--- src/rtl/candidate_sorter.sv ---
// candidate_sorter
//   Collects scored angle samples during a stage and keeps the best N
//   (1..10) of them in a list sorted by descending score. When the last
//   sample of the stage arrives, the list is published on the cycle after,
//   together with a one-cycle sorted_rdy pulse.
//
// Ports
//   clk                     system clock, rising edge
//   rst                     asynchronous active-low reset
//   stage_trigger           clears the working list and returns to IDLE
//   compare_num[3:0]        number of candidates kept (latched on first sample)
//   score_valid             qualifies score/theta/phi
//   score_last              last sample of the stage (with score_valid)
//   score[16:0]             unsigned match score, larger is better
//   theta[11:0], phi[11:0]  angles of the sample
//   candidate_angle_buffer  published list, entry i = bits [(i+1)*24-1 -: 24]
//                           as {theta, phi}, entry 0 is the best
//   best_score[16:0]        published score of entry 0
//   sorted_rdy              one-cycle pulse when a new list is published
//   busy                    high while collecting
module candidate_sorter (
  input  logic         clk,
  input  logic         rst,
  input  logic         stage_trigger,
  input  logic [3:0]   compare_num,
  input  logic         score_valid,
  input  logic         score_last,
  input  logic [16:0]  score,
  input  logic [11:0]  theta,
  input  logic [11:0]  phi,
  output logic [239:0] candidate_angle_buffer,
  output logic [16:0]  best_score,
  output logic         sorted_rdy,
  output logic         busy
);

  typedef enum logic [1:0] {IDLE, COLLECT, DONE} state_t;

  state_t      state;
  logic [3:0]  n_reg;
  logic [9:0]  slot_valid;
  logic [16:0] slot_score [10];
  logic [23:0] slot_angle [10];

  logic [3:0]  n_clamped;
  logic [3:0]  n_eff;
  logic [3:0]  ins_pos;
  logic [9:0]  nxt_valid;
  logic [16:0] nxt_score [10];
  logic [23:0] nxt_angle [10];

  // The list is kept sorted with valid entries packed at the top, so the
  // insert point is simply the number of entries scoring >= the new one.
  // Using >= places a new sample below equal scores (stable ties), and an
  // insert point of N means the sample loses to every kept entry.
  always_comb begin
    n_clamped = compare_num;
    if (compare_num == 4'd0)
      n_clamped = 4'd1;
    else if (compare_num > 4'd10)
      n_clamped = 4'd10;

    n_eff = (state == IDLE) ? n_clamped : n_reg;

    ins_pos = 4'd0;
    for (int i = 0; i < 10; i++) begin
      if (slot_valid[i] && (slot_score[i] >= score))
        ins_pos = ins_pos + 4'd1;
    end

    for (int i = 0; i < 10; i++) begin
      nxt_valid[i] = slot_valid[i];
      nxt_score[i] = slot_score[i];
      nxt_angle[i] = slot_angle[i];
      if (ins_pos < n_eff) begin
        if (4'(i) == ins_pos) begin
          nxt_valid[i] = 1'b1;
          nxt_score[i] = score;
          nxt_angle[i] = {theta, phi};
        end else if ((4'(i) > ins_pos) && (i > 0)) begin
          nxt_valid[i] = slot_valid[i-1];
          nxt_score[i] = slot_score[i-1];
          nxt_angle[i] = slot_angle[i-1];
        end
      end
      // Anything pushed past slot N-1 falls off the list.
      if (4'(i) >= n_eff)
        nxt_valid[i] = 1'b0;
    end
  end

  // Single FSM block: stage_trigger overrides everything, including a
  // publish pending in DONE. The working list is cleared whenever the
  // block returns to IDLE so a new stage always starts empty.
  always_ff @(posedge clk or negedge rst) begin
    if (!rst) begin
      state                  <= IDLE;
      n_reg                  <= 4'd1;
      slot_valid             <= '0;
      candidate_angle_buffer <= '0;
      best_score             <= '0;
      sorted_rdy             <= 1'b0;
      busy                   <= 1'b0;
      for (int i = 0; i < 10; i++) begin
        slot_score[i] <= '0;
        slot_angle[i] <= '0;
      end
    end else begin
      sorted_rdy <= 1'b0;
      if (stage_trigger) begin
        state      <= IDLE;
        slot_valid <= '0;
        busy       <= 1'b0;
      end else begin
        case (state)
          IDLE, COLLECT: begin
            if (score_valid) begin
              if (state == IDLE)
                n_reg <= n_clamped;
              slot_valid <= nxt_valid;
              for (int i = 0; i < 10; i++) begin
                slot_score[i] <= nxt_score[i];
                slot_angle[i] <= nxt_angle[i];
              end
              state <= score_last ? DONE : COLLECT;
              busy  <= !score_last;
            end
          end
          DONE: begin
            for (int i = 0; i < 10; i++) begin
              candidate_angle_buffer[(i+1)*24-1 -: 24] <=
                (slot_valid[i] && (4'(i) < n_reg)) ? slot_angle[i] : 24'd0;
            end
            best_score <= slot_valid[0] ? slot_score[0] : 17'd0;
            sorted_rdy <= 1'b1;
            slot_valid <= '0;
            state      <= IDLE;
            busy       <= 1'b0;
          end
          default: begin
            state <= IDLE;
            busy  <= 1'b0;
          end
        endcase
      end
    end
  end

endmodule

--- config.mk ---
export PLATFORM = sky130hd
export DESIGN_NAME = candidate_sorter
export DESIGN_NICKNAME = d
export VERILOG_FILES = /design/src/rtl/candidate_sorter.sv
export SDC_FILE = /design/constraint.sdc
export NUM_CORES = 2
export LEC_CHECK = 0
export ABC_AREA = 1
export CORE_MARGIN = 5
export CORE_UTILIZATION = 55
export DETAILED_ROUTE_END_ITERATION = 7
export PLACE_DENSITY = 0.78
export SETUP_SLACK_MARGIN = 0.3
export SYNTH_ARGS = -nofsm -noshare
export SYNTH_HDL_FRONTEND = slang
export SYNTH_SLANG_ARGS = --single-unit
--- constraint.sdc ---
create_clock -name clk -period 10.79 [get_ports clk]
set_clock_uncertainty 0.05 [all_clocks]
set_input_delay 1.079 -clock clk [delete_from_list [all_inputs] [get_ports clk]]
set_output_delay 1.079 -clock clk [all_outputs]
set_load 0.05 [all_outputs]
==> impl_metrics.py <==
metrics = {
    "clocking": {
        "clk_pin_slew_ns": 0.06,
        "clockBufferDepth": 3,
        "h-tree-depth": 3,
        "hold_buffers": 0,
        "cts_root_buf": "clkbuf_16",
        "cts_inserted_buffers": 71,
        "cts_tree": "yes",
        "cts_setup_buffers": 0,
        "ctsResizeCount": 0,
        "clk-insertion-delay-late_ns": 0.63,
        "cts.sinks": 684,
    },
    "flow_run": {
        "drv_cap": 0,
    },
    "worst_setup_path": {
        "critPathBufInv": 9,
        "rr_startpoint": "slot_score[155]$_DFFE_PN0P_",
        "reg2reg_to": "slot_angle[6]$_DFFE_PN0P_",
        "cp_max_fo": 48,
        "crit_required_ns": 11.22,
        "crit_arrival_ns": 9.68,
        "cpPeakStageDelay_ns": 0.62,
        "critPathMostFrequentCell": "nand2_1",
        "worstSetupPathType": "in -> reg",
        "worstSetupStartpointType": "primary input",
        "cp-end-kind": "register",
        "ff2ff_setup_slack_ns": 2.18,
        "crit_slowest_cell": "o21ai_0",
        "crit_family": "simple AND/OR/NAND/NOR gates",
        "ff2ff_path_depth": 49,
    },
    "synthesis": {
        "synthFlopType": "dfrtp_1",
        "synth_cells": 4596,
        "netlist.area_leader.share_pct": 47.4,
        "syn_nets": 4830,
        "synth_seq_cells": 684,
        "netlist_area_mm2": 0.0360,
        "ys_warn_count": 0,
        "synth_top_cell_by_area": "dfrtp_1",
        "synth-edff-count": 0,
        "synth.area.top_cells": "dfrtp_1 (47%), nand2_1 (15%), o21ai_0 (13%)",
        "ys_seq_area_share_pct": 47.5,
        "async_flop_share_pct": 100,
        "synth_common_cells": "nand2_1 (1408), o21ai_0 (901), dfrtp_1 (683), inv_1 (325), nand3_1 (237)",
        "yosysMostFrequentCell": "nand2_1",
        "ys_types": 52,
        "syn_avg_cell_area_um2": 7.84,
    },
    "hold_path": {
        "hold_path.class": "in -> async",
    },
    "routing": {
        "antenna_left": 0,
        "vias": 32900,
        "routed_wl_um": 109000,
        "drt_iter0_markers": 3573,
        "wl_per_cell_um": 19.2,
        "drc": 0,
        "firstDrtPassIters": 6,
        "viasPerCell": 5.79,
    },
    "outcome": {
        "status": "completed",
    },
    "sta": {
        "fmax_ghz": 0.108,
        "finalCritPeriodShare_pct": 85.8,
        "finalMaxSlewViolations": 0,
        "fin_crit_ns": 9.25,
        "relSlewSlack_pct": 24.7,
        "rsz0062_at_grt": "false",
        "hold_slack_ns": 0.399,
        "worst_pin_slew_ns": 1.13,
        "setup_violations": 0,
        "tns_ns": 0,
        "hold_viol_final": 0,
    },
    "pwr": {
        "power_w": 0.00989,
        "leakage_nw": 21.1,
        "power_density_mw_per_mm2": 235,
        "peakVddDrop_v": 0.000163,
    },
    "floorplan": {
        "fp.dieW_um": 266,
        "ios": 309,
        "die_area_mm2": 0.0708,
        "coreArea_mm2": 0.0647,
        "start_util_pct": 55.7,
        "die_y_um": 266,
        "fp-row-count": 93,
    },
    "finish": {
        "fillCellCount": 5485,
        "reg_top3": "candidate_angle_buffer: 240 flops, slot_angle: 240 flops, slot_score: 170 flops",
        "utilization_pct": 65.1,
        "syn_to_final_growth_pct": 16.8,
        "fin_nets": 5006,
        "final_cells": 5683,
        "layout-drive-gt1-share_pct": 5.39,
    },
    "placement": {
        "port_buffers": 308,
        "gp_congestion": 0.939,
        "dp.cells": 5554,
        "dp_hpwl_um": 74600,
    },
    "grt": {
        "grt_use_total_pct": 30.3,
        "gr-total-overflow": 0,
        "antenna_found_initial": 1,
        "grt_start_max_net_pins": 212,
        "grt_pass1_wl_um": 174000,
        "grt_pass1_vias": 31200,
    },
}
==> worst register-to-register path: cells and delay by family (launching register included) <==
family,cells,cell delay (ns)
and+or+nand+nor,24,2.94
AOI/OAI and AO/OA,12,2.32
adders and majority gates,6,1.57
buffers and inverters,7,1.20
DFF,1,0.44
==> routing by layer <==
metal  track usage, %  vias up  part of all wire, %  routed length, um
met5                0        -                    0                  0
met1             45.1    15700                   43              47300
met2             44.9     1512                   44              47700
met3             6.12      213                  9.8              10700
met4             9.57        0                  3.1               3330
li1                 -    15500                    -                  -
==> placed cells by master (no fill, tap or decap), types with 4 or more instances in the layout <==
master / n
clkbuf_8: 17
a221oi_1: 4
nor2_4: 5
o21a_1: 40
inv_1: 324
inv_2: 5
a21oi_1: 116
clkbuf_1: 12
ha_1: 184
inv_6: 4
nand2_4: 6
clkdlybuf4s50_1: 306
nand2_1: 1404
clkinv_1: 17
nor3_1: 14
buf_12: 6
a211oi_1: 5
buf_4: 66
nor4_1: 7
bufinv_16: 6
dfrtp_1: 683
o21ai_1: 112
clkinv_2: 14
nor2_1: 134
o211ai_1: 19
nand4_1: 23
nor2_2: 5
nand3_1: 236
o21ai_0: 901
nand3_2: 8
a21o_1: 5
nand2_2: 22
clkbuf_16: 72
nand3b_1: 4
==> report_power, final <==
| group | leakage [nW] | internal (W) | switching [W] |
|---|---|---|---|
| clock network | 1.21 | 0.00150 | 0.00107 |
| registers | 8.93 | 0.00335 | 0.000692 |
| logic | 11.0 | 0.00119 | 0.00208 |
| total | 21.1 | 0.00604 | 0.00385 |
==> through the flow <==
stage	area (um2)	worst slack, ns
after global routing	42100	0.739
after floorplan	36000	2.74
after CTS	42100	1.68
after detailed placement	39700	1.03
final	42100	1.54
after global placement	39700	1.24
==> how the worst max path moves through the flow <==
stage / slack, ns / cells after the start / from / to
floorplan: 2.74 / 46 / score[2] / slot_angle[33]$_DFFE_PN0P_
global placement: 1.24 / 51 / score[2] / slot_angle[8]$_DFFE_PN0P_
detailed placement: 1.03 / 47 / score[2] / slot_angle[6]$_DFFE_PN0P_
CTS: 1.68 / 47 / score[2] / slot_angle[6]$_DFFE_PN0P_
global route: 0.74 / 48 / score[2] / slot_angle[2]$_DFFE_PN0P_
finish: 1.54 / 51 / score[2] / slot_angle[6]$_DFFE_PN0P_
==> logic make-up after synthesis <==
logic type | Yosys count | synth area share, %
buffers and inverters | 625 | 7.01
XOR/XNOR | 2 | 0.101
AO/OA/AOI/OAI | 1226 | 17.8
flip-flops | 684 | 47.5
AND/OR/NAND/NOR | 1875 | 21.3
adder cells (fa/ha/maj) | 184 | 6.39
==> final cells by class <==
class | count | area (um2) | area share (%)
Multi-Input combinational cell | 3287 | 16500 | 39.1
Inverter | 348 | 1310 | 3.12
Clock inverter | 27 | 360 | 0.856
Clock buffer | 101 | 2080 | 4.94
Antenna cell | 1 | 2.50 | 0.00594
Timing Repair Buffer | 380 | 3700 | 8.80
Sequential cell | 684 | 17100 | 40.7
Tap cell | 855 | 1070 | 2.54
Power figures use the tool's default switching activity.
